**config.mk**
```make
export PLATFORM = sky130hd
export DESIGN_NAME = clock_set_ctrl
export DESIGN_NICKNAME = d
export VERILOG_FILES = /design/src/rtl/clock_set_ctrl.sv
export SDC_FILE = /design/constraint.sdc
export NUM_CORES = 1
export LEC_CHECK = 0
export ABC_AREA = 1
export CAP_MARGIN = 10
export CORE_MARGIN = 2
export CORE_UTILIZATION = 60
export DETAILED_ROUTE_END_ITERATION = 16
export DONT_BUFFER_PORTS = 1
export GPL_ROUTABILITY_DRIVEN = 1
export HOLD_SLACK_MARGIN = 0.15
export PLACE_DENSITY = 0.76
export SYNTH_ARGS = -nofsm -noshare
export SYNTH_HDL_FRONTEND = slang
export SYNTH_SLANG_ARGS = --single-unit
export TNS_END_PERCENT = 30
```
**constraint.sdc**
```tcl
create_clock -name clk -period 4.4 [get_ports clk]
set_input_delay 0.22 -clock clk [delete_from_list [all_inputs] [get_ports clk]]
set_output_delay 0.22 -clock clk [all_outputs]
set_load 0.05 [all_outputs]
```
**src/rtl/clock_set_ctrl.sv**
```systemverilog
// rtl/clock_set_ctrl.sv - calendar clock with debounced mode/up/down field editor
// Button debouncer helper and clock_set_ctrl top live together in this file.

module clock_set_btn #(
  parameter int DEBOUNCE_MS = 20
) (
  input  logic clk,
  input  logic resetn,
  input  logic tick1ms,
  input  logic btn,
  output logic press
);

  localparam int CW = (DEBOUNCE_MS < 2) ? 1 : $clog2(DEBOUNCE_MS);

  logic [1:0]    sync_q;
  logic          level_q;
  logic          level_d;
  logic [CW-1:0] cnt_q;

  // Count consecutive ms samples that disagree with the accepted level.
  // Any agreeing sample restarts the run.
  always_ff @(posedge clk or negedge resetn) begin
    if (!resetn) begin
      sync_q  <= 2'b00;
      level_q <= 1'b0;
      level_d <= 1'b0;
      cnt_q   <= '0;
    end else begin
      sync_q  <= {sync_q[0], btn};
      level_d <= level_q;
      if (tick1ms) begin
        if (sync_q[1] == level_q) begin
          cnt_q <= '0;
        end else if (cnt_q == CW'(DEBOUNCE_MS - 1)) begin
          level_q <= sync_q[1];
          cnt_q   <= '0;
        end else begin
          cnt_q <= cnt_q + 1'b1;
        end
      end
    end
  end

  assign press = level_q & ~level_d;

endmodule

module clock_set_ctrl #(
  parameter int CNT1MS      = 100_000,
  parameter int DEBOUNCE_MS = 20,
  parameter int MS_PER_SEC  = 1000
) (
  input  logic        clk,
  input  logic        resetn,
  input  logic        btn_mode,
  input  logic        btn_up,
  input  logic        btn_down,
  output logic [11:0] year,
  output logic [3:0]  month,
  output logic [4:0]  day,
  output logic [4:0]  hour,
  output logic [5:0]  min,
  output logic [5:0]  sec,
  output logic        edit,
  output logic [2:0]  edit_field,
  output logic        upd
);

  localparam int PW = (CNT1MS < 2) ? 1 : $clog2(CNT1MS);
  localparam int SW = (MS_PER_SEC < 2) ? 1 : $clog2(MS_PER_SEC);

  // State code doubles as the edit_field value.
  localparam logic [2:0] SET_YEAR  = 3'd0;
  localparam logic [2:0] SET_MONTH = 3'd1;
  localparam logic [2:0] SET_DAY   = 3'd2;
  localparam logic [2:0] SET_HOUR  = 3'd3;
  localparam logic [2:0] SET_MIN   = 3'd4;
  localparam logic [2:0] SET_SEC   = 3'd5;
  localparam logic [2:0] RUN       = 3'd7;

  function automatic logic [4:0] dim_of(input logic [11:0] y, input logic [3:0] m);
    logic [4:0] d;
    case (m)
      4'd4, 4'd6, 4'd9, 4'd11: d = 5'd30;
      4'd2:                    d = ((y % 12'd4) == 12'd0) ? 5'd29 : 5'd28;
      default:                 d = 5'd31;
    endcase
    return d;
  endfunction

  logic [PW-1:0] pre_q;
  logic          tick1ms;
  logic [SW-1:0] ms_q;
  logic [SW-1:0] ms_n;
  logic [2:0]    state_q;
  logic [2:0]    state_n;
  logic          mode_p;
  logic          up_p;
  logic          dn_p;
  logic [11:0]   year_n;
  logic [3:0]    month_n;
  logic [4:0]    day_n;
  logic [4:0]    hour_n;
  logic [5:0]    min_n;
  logic [5:0]    sec_n;
  logic [4:0]    dim_cur;
  logic [4:0]    dim_new;

  assign tick1ms = (pre_q == PW'(CNT1MS - 1));

  always_ff @(posedge clk or negedge resetn) begin
    if (!resetn) begin
      pre_q <= '0;
    end else if (tick1ms) begin
      pre_q <= '0;
    end else begin
      pre_q <= pre_q + 1'b1;
    end
  end

  clock_set_btn #(.DEBOUNCE_MS(DEBOUNCE_MS)) u_btn_mode (
    .clk(clk), .resetn(resetn), .tick1ms(tick1ms), .btn(btn_mode), .press(mode_p)
  );
  clock_set_btn #(.DEBOUNCE_MS(DEBOUNCE_MS)) u_btn_up (
    .clk(clk), .resetn(resetn), .tick1ms(tick1ms), .btn(btn_up), .press(up_p)
  );
  clock_set_btn #(.DEBOUNCE_MS(DEBOUNCE_MS)) u_btn_down (
    .clk(clk), .resetn(resetn), .tick1ms(tick1ms), .btn(btn_down), .press(dn_p)
  );

  always_comb begin
    state_n = state_q;
    ms_n    = ms_q;
    year_n  = year;
    month_n = month;
    day_n   = day;
    hour_n  = hour;
    min_n   = min;
    sec_n   = sec;
    dim_cur = dim_of(year, month);
    dim_new = 5'd31;

    if (mode_p) begin
      if (state_q == RUN)          state_n = SET_YEAR;
      else if (state_q == SET_SEC) state_n = RUN;
      else                         state_n = state_q + 3'd1;
    end

    if (state_q == RUN) begin
      if (tick1ms) begin
        if (ms_q == SW'(MS_PER_SEC - 1)) begin
          ms_n = '0;
          if (sec == 6'd59) begin
            sec_n = 6'd0;
            if (min == 6'd59) begin
              min_n = 6'd0;
              if (hour == 5'd23) begin
                hour_n = 5'd0;
                if (day >= dim_cur) begin
                  day_n = 5'd1;
                  if (month == 4'd12) begin
                    month_n = 4'd1;
                    year_n  = (year == 12'd2099) ? 12'd2000 : year + 12'd1;
                  end else begin
                    month_n = month + 4'd1;
                  end
                end else begin
                  day_n = day + 5'd1;
                end
              end else begin
                hour_n = hour + 5'd1;
              end
            end else begin
              min_n = min + 6'd1;
            end
          end else begin
            sec_n = sec + 6'd1;
          end
        end else begin
          ms_n = ms_q + 1'b1;
        end
      end
    end else begin
      ms_n = '0;
      // Mode wins over up/down; opposing up and down cancel.
      if (!mode_p && (up_p ^ dn_p)) begin
        case (state_q)
          SET_YEAR: begin
            if (up_p) year_n = (year == 12'd2099) ? 12'd2000 : year + 12'd1;
            else      year_n = (year == 12'd2000) ? 12'd2099 : year - 12'd1;
          end
          SET_MONTH: begin
            if (up_p) month_n = (month == 4'd12) ? 4'd1 : month + 4'd1;
            else      month_n = (month == 4'd1) ? 4'd12 : month - 4'd1;
          end
          SET_DAY: begin
            if (up_p) day_n = (day >= dim_cur) ? 5'd1 : day + 5'd1;
            else      day_n = (day <= 5'd1) ? dim_cur : day - 5'd1;
          end
          SET_HOUR: begin
            if (up_p) hour_n = (hour == 5'd23) ? 5'd0 : hour + 5'd1;
            else      hour_n = (hour == 5'd0) ? 5'd23 : hour - 5'd1;
          end
          SET_MIN: begin
            if (up_p) min_n = (min == 6'd59) ? 6'd0 : min + 6'd1;
            else      min_n = (min == 6'd0) ? 6'd59 : min - 6'd1;
          end
          SET_SEC: begin
            if (up_p) sec_n = (sec == 6'd59) ? 6'd0 : sec + 6'd1;
            else      sec_n = (sec == 6'd0) ? 6'd59 : sec - 6'd1;
          end
          default: ;
        endcase
      end
    end

    // A year or month change can leave day beyond the new month length.
    dim_new = dim_of(year_n, month_n);
    if (day_n > dim_new) day_n = dim_new;
  end

  always_ff @(posedge clk or negedge resetn) begin
    if (!resetn) begin
      state_q <= RUN;
      ms_q    <= '0;
      year    <= 12'd2024;
      month   <= 4'd1;
      day     <= 5'd1;
      hour    <= 5'd0;
      min     <= 6'd0;
      sec     <= 6'd0;
      upd     <= 1'b0;
    end else begin
      state_q <= state_n;
      ms_q    <= ms_n;
      year    <= year_n;
      month   <= month_n;
      day     <= day_n;
      hour    <= hour_n;
      min     <= min_n;
      sec     <= sec_n;
      upd     <= ({year_n, month_n, day_n, hour_n, min_n, sec_n} !=
                  {year, month, day, hour, min, sec});
    end
  end

  assign edit       = (state_q != RUN);
  assign edit_field = state_q;

endmodule

```
==> flow_metrics.py, run 1 <==
metrics = {
    "outcome": {
        "run_status": "completed",
    },
    "floorplanning": {
        "core-area_sq_mm": 0.01377,
        "ios": 48,
        "num_rows": 43,
        "fp.dieH_microns": 122.2,
        "initial_utilization": 0.6089,
        "die_area_sq_mm": 0.01494,
        "die-width_microns": 122.2,
    },
    "setup_path": {
        "reg2reg_slack_ns": 0.31,
        "r2r-end": "upd",
        "crit_path_end_kind": "register",
        "path_class": "register to register",
        "crit_slowest_cell": "dfstp_2",
        "start_kind": "register",
        "rr_worst_depth": 30,
        "reg2reg_from": "month[0]",
        "crit_arrival_ns": 4.34,
        "crit_top_cell": "nand2_1",
        "worstPathRequired_ns": 4.65,
        "critPathMaxFanout": 7,
        "critPathMaxStageDelay_ns": 0.58,
    },
    "placement": {
        "placed_area_sq_mm": 0.008663,
        "place_ws_ns": 0.2349,
        "routabilityCongestion": 0.9922,
        "port_buffers": 0,
        "place_hpwl_mm": 16.00,
    },
    "detailed_routing": {
        "drc_errors": 0,
        "drtAntennaViolNets": 0,
        "vias": 8516,
        "via_per_inst": 5.647,
        "routedWlPerCell_microns": 14.76,
        "wl_mm": 22.25,
        "drt_iter0_drc": 903,
        "drtPass1Iterations": 5,
    },
    "job": {
        "drv_cap": 0,
    },
    "cts": {
        "cts_root_buf": "clkbuf_16",
        "htree_levels": 3,
        "clk_latency_ns": 0.36,
        "cts_sinks": 96,
        "numCtsBuffers": 9,
        "clk_pin_slew_worst_paths_ns": 0.08,
        "cts_tree": "yes",
        "clockBufferDepth": 2,
    },
    "power": {
        "leakage_nw": 4.727,
        "power.density_mw_per_mm2": 187.5,
        "ir_drop_v": 0.0001694,
    },
    "grt": {
        "grt_pass1_vias": 7668,
        "grt_use_met3": 0.05762,
        "grt_max_degree": 97,
        "antenna_found_initial": 0,
        "overflow": 0,
        "grt_pass1_wl_mm": 36.79,
        "global_route.usage.met2": 0.4750,
        "grt_busiest_layer": "met2",
        "use_met1": 0.4346,
        "grt_usage": 0.3085,
    },
    "cells_and_area": {
        "diodes": 0,
        "layout.nets": 1362,
        "fill_cells": 1282,
        "drive_gt1_frac": 0.09563,
        "stdcell_area_sq_mm": 0.009075,
        "synthToLayoutAreaGrowth_pct": 8.205,
    },
    "logic_synthesis": {
        "ys_warn_count": 0,
        "yosysUniqueCellTypes": 49,
        "synth_top_family_by_area": "simple AND/OR/NAND/NOR gates",
        "syn-mean-instance-area_sq_um": 6.392,
        "synth-xor-area-share": 0.03237,
        "synth_seq_cells": 96,
        "synthesis.area_sq_mm": 0.008387,
        "yosys.area_share.simple": 0.4137,
        "syn_inst": 1312,
        "yosysSeqAreaShare": 0.2882,
        "synth_compound_area_frac": 0.1104,
        "postSynthNetCount": 1351,
        "synthAdderAreaFrac": 0.05072,
        "muxShareOfSynthArea": 0,
    },
    "sta": {
        "finalMaxSlewViolations": 0,
        "min_period_ns": 4.088,
        "fin_crit_sh": 0.9291,
        "relSlewSlack": 0.5195,
        "setup_viol": 0,
        "worstMarginPinSlew_ns": 0.7207,
        "skew_ns": 0.01334,
        "fmax_ghz": 0.2446,
        "hold_viol_final": 0,
        "setup_slack_ns": 0.3119,
    },
    "hold_path": {
        "min_from": "u_btn_up.sync_q[0]",
        "hold_end": "u_btn_up.sync_q[1]",
        "whs_path_depth": 0,
        "min_path_type": "register to register",
    },
}
## synth_stat cells, drive strengths merged
cell type,n,share of area
o22ai,7,0.0052
xnor2,7,0.0073
dfrtp,84,0.25
o32ai,3,0.0031
nand4,33,0.025
ha,34,0.051
o21ai,73,0.044
o221ai,1,0.0010
a31oi,3,0.0022
a221o,1,0.0012
nor4,2,0.0015
or2,4,0.0030
a32oi,1,0.0010
dfstp,12,0.038
a2bb2oi,1,0.0010
a22o,1,0.0010
inv,173,0.078
o21bai,1,0.00090
nor3,20,0.012
o31ai,3,0.0027
clkbuf,17,0.0076
a32o,1,0.0012
xor2,24,0.025
nand2,384,0.18
nand3,179,0.12
clkinv,1,0.00045
nand3b,3,0.0027
o221a,1,0.0013
nor2,141,0.077
a21oi,63,0.038
o211ai,6,0.0054
o21a,1,0.00090
buf,27,0.019
## sequential cells by signal (all words and copies together) (netlist names), 6 cells and up
signal	count
ms_q	10
sec	6
year	12
min	6
pre_q	17
## report_power, final
group,switching (mW),leakage [nW],total (mW),internal [mW]
clock network,0.392,0.136,0.791,0.399
logic,0.0183,3.32,0.0237,0.00539
registers,0.00142,1.27,0.886,0.885
## logic make-up after synthesis
group | after synthesis
and+or+nand+nor | 766
buffers and inverters | 218
AOI/OAI and AO/OA | 167
DFF | 96
adders and majority gates | 34
xor gates and xnor gates | 31
## how the worst max path moves through the flow
stage	cells after the start	slack, ns	start	to
after global routing	32	-0.007	month[0]	upd
after CTS	30	0.21	month[0]	upd
after global placement	30	0.38	month[0]	upd
after detailed placement	30	0.23	month[0]	upd
after floorplan	30	0.42	month[1]	upd
final	30	0.31	month[0]	upd
## metal layers
| metal | routed length (microns) | part of all wire |
|---|---|---|
| met5 | 0 | 0 |
| met4 | 567 | 0.025 |
| met3 | 1822 | 0.082 |
| met2 | 9990 | 0.45 |
| met1 | 9873 | 0.44 |
## cell usage in the layout, fill, tap and decap left out, drive strengths merged, types with 2 or more instances in the layout
master	count
buf	40
o32ai	3
clkinv	2
nand3b	3
nor3	20
o31ai	3
ha	34
or2	4
nor4	2
dlygate4sd3	4
inv	176
o21ai	73
nand3	179
o211ai	6
clkinvlp	2
a21oi	63
xnor2	7
dfstp	12
dfrtp	84
o22ai	7
nand2	384
nor2	141
clkbuf	10
a31oi	3
xor2	24
nand4	33
## area by class of cell
type                    instances  area (sq um)  area share
clock buffers                  10         229.0     0.02523
clock inverters                 6         62.56    0.006894
inverters                     174         655.6     0.07225
multi-input cells             998          5112      0.5634
flip-flops and latches         96          2417      0.2664
well taps                     180         225.2     0.02482
repair buffers                 44         372.9     0.04109
## critical path: cells and delay by family, from the launching register on
family	cells	cell delay (ns)
buffers and inverters	4	0.36
AND/OR/NAND/NOR	18	1.71
adder cells (fa/ha/maj)	3	0.73
AO/OA/AOI/OAI	5	0.63
flip-flops	1	0.58
## per-stage QoR
stage	utilization	TNS, ns	total power [mW]	hold slack [ns]	std cells
global route	0.6589	-0.007422	1.753	0.3626	1508
floorplan	-	0	0.9040	-0.07559	1312
detailed placement	0.6290	0	0.9044	-0.07181	1484
CTS	0.6551	0	1.715	0.3573	1505
global placement	0.6290	0	0.9044	-0.07202	1484
finish	0.6589	0	1.702	0.3520	1508
## timing repair
action | CTS | global route
resized for setup | 0 | 5
endpoints found under the hold margin | 99 | 0
hold buffers | 5 | 0
setup endpoints to repair | 0 | 1
setup buffers | 0 | 3
No activity file was read; power rests on OpenSTA's default activity.
==> inputs of run 2 (changes only) <==
- PLACE_DENSITY: 0.76 -> unset
- PLACE_DENSITY_LB_ADDON: unset -> 0.15
- clock period: 4.4 -> 3.99 ns (I/O delays scaled with it)
==> run 2 against run 1 <==
Utilization grew 2.3 points. Final area is 3.5% higher. Largest cell class unchanged. Global-route usage rose by 0.76 points. Worst setup slack lost 0.069 ns. Clock power increased by 13%. Critical path type unchanged.
==> flow_metrics.py, run 2 (same netlist as run 1, synthesis figures left out) <==
metrics = {
    "sta": {
        "skew_ns": 0.008374,
        "min_period_ns": 3.747,
        "fin_crit_sh": 0.9391,
        "hold_viol_final": 0,
        "fmax_ghz": 0.2669,
        "setup_slack_ns": 0.2431,
        "worstMarginPinSlew_ns": 0.5887,
        "holdWs_ns": 0.3548,
        "finalSetupTns_ns": 0,
        "setup_viol": 0,
        "relSlewSlack": 0.6075,
        "finalMaxSlewViolations": 0,
    },
    "placement": {
        "port_buffers": 0,
        "place_ws_ns": -0.01592,
        "routabilityCongestion": 0.9517,
        "place_inst": 1503,
        "place_hpwl_mm": 16.55,
    },
    "cts": {
        "htree_levels": 3,
        "cts_sinks": 96,
        "clockBufferDepth": 2,
        "cts_tree": "yes",
        "numCtsBuffers": 9,
        "clk_latency_ns": 0.36,
        "cts_root_buf": "clkbuf_16",
        "clk_pin_slew_worst_paths_ns": 0.08,
    },
    "cells_and_area": {
        "stdcell_count": 1533,
        "diodes": 0,
        "final_cell_mix": "366 x nand2_1, 163 x nand3_1, 158 x inv_1",
        "final_util": 0.6819,
        "drive_gt1_frac": 0.1308,
        "largest_reg_flops": 17,
        "synthToLayoutAreaGrowth_pct": 11.98,
        "regMostFlops": "pre_q",
        "layout.nets": 1387,
        "final_common_cell": "nand2_1",
        "top_regs": "pre_q: 17 flops, year: 12 flops, ms_q: 10 flops",
    },
    "setup_path": {
        "critPathMaxStageDelay_ns": 0.62,
        "start_kind": "register",
        "crit_arrival_ns": 4.00,
        "crit_slowest_cell": "dfstp_2",
        "path_class": "register to register",
        "worstPathRequired_ns": 4.24,
        "crit_path_end_kind": "register",
        "critPathMaxFanout": 5,
    },
    "detailed_routing": {
        "drtPass1Iterations": 5,
        "via_per_inst": 5.723,
        "drt_iter0_drc": 818,
        "drc_errors": 0,
        "routedWlPerCell_microns": 15.14,
        "wl_mm": 23.22,
        "vias": 8774,
        "drtAntennaViolNets": 0,
    },
    "floorplanning": {
        "die-width_microns": 122.2,
        "num_rows": 43,
        "ios": 48,
        "initial_utilization": 0.6089,
        "fp.dieH_microns": 122.2,
        "die_area_sq_mm": 0.01494,
        "core-area_sq_mm": 0.01377,
    },
    "grt": {
        "grt_max_degree": 97,
        "grt_pass1_wl_mm": 37.59,
        "grt_pass1_vias": 7735,
        "grt_usage": 0.3161,
        "antenna_found_initial": 0,
        "overflow": 0,
    },
    "power": {
        "leakage_nw": 4.871,
        "power.density_mw_per_mm2": 201.6,
        "ir_drop_v": 0.0002097,
    },
    "hold_path": {
        "min_path_type": "register to register",
    },
    "job": {
        "drv_cap": 0,
    },
    "outcome": {
        "run_status": "completed",
    },
}
-- run 2: changes by cell type in the layout (fill, tap and decap cells not counted), sizes merged --
cell      previous run  this run
buf                 40        65
clkinv               2         4
clkinvlp             2         0
clkbuf              10         9
inv                176       177
-- run 2: worst max-delay path, delay by kind of cell (launching register included) --
family / cells / cell delay (ns)
AO/OA/AOI/OAI: 5 / 0.53
adder cells (fa/ha/maj): 3 / 0.73
buffers and inverters: 4 / 0.37
flip-flops: 1 / 0.62
AND/OR/NAND/NOR: 17 / 1.40
-- run 2: what timing repair did --
item | 4_1_cts | 5_1_grt
hold buffers | 5 | 0
resized for setup | 0 | 42
hold endpoints to repair | 99 | 0
setup endpoints to repair | 1 | 3
buffers inserted | 3 | 6
pin swaps | 1 | 20
-- run 2: final cells by class --
type	instances	area, sq um
clock inverters	7	72.57
well taps	180	225.2
flip-flops and latches	96	2419
fillers	1272	4382
multi-input cells	998	5243
repair buffers	69	551.8
clock buffers	9	225.2
inverters	174	655.6
-- run 2: routing by layer --
| metal | global-route usage | routed length [microns] | vias to the layer above |
|---|---|---|---|
| met5 | 0 | 0 | - |
| met3 | 0.05251 | 1533 | 44 |
| met1 | 0.4362 | 10310 | 4090 |
| met4 | 0.09267 | 561 | 0 |
| li1 | - | - | 4345 |
| met2 | 0.5122 | 10810 | 295 |
-- run 2: final timing paths --
| kind | cells past startpoint | endpoint | slack (ns) | start |
|---|---|---|---|---|
| setup reg to reg | 29 | upd | 0.24 | month[0] |
| min in group asynchronous | 2 | year[11] | 0.43 | resetn |
| hold / removal | 0 | u_btn_down.sync_q[1] | 0.35 | u_btn_down.sync_q[0] |
| max in group asynchronous | 2 | year[5] | 3.15 | resetn |
| setup / recovery | 29 | upd | 0.24 | month[0] |
| hold reg to reg | 0 | u_btn_down.sync_q[1] | 0.35 | u_btn_down.sync_q[0] |
-- run 2: power breakdown --
part	total [mW]	internal (mW)	leakage (nW)	switching, mW
combinational	0.0263	0.00595	3.45	0.0204
clock	0.890	0.445	0.149	0.445
sequential	0.977	0.976	1.27	0.00155
-- run 2: stage by stage --
stage,power (mW),area (sq um)
final,1.893,9392
after global routing,1.951,9392
after CTS,1.905,9194
after detailed placement,0.9973,8806
after global placement,0.9972,8806
after floorplan,0.9969,8387
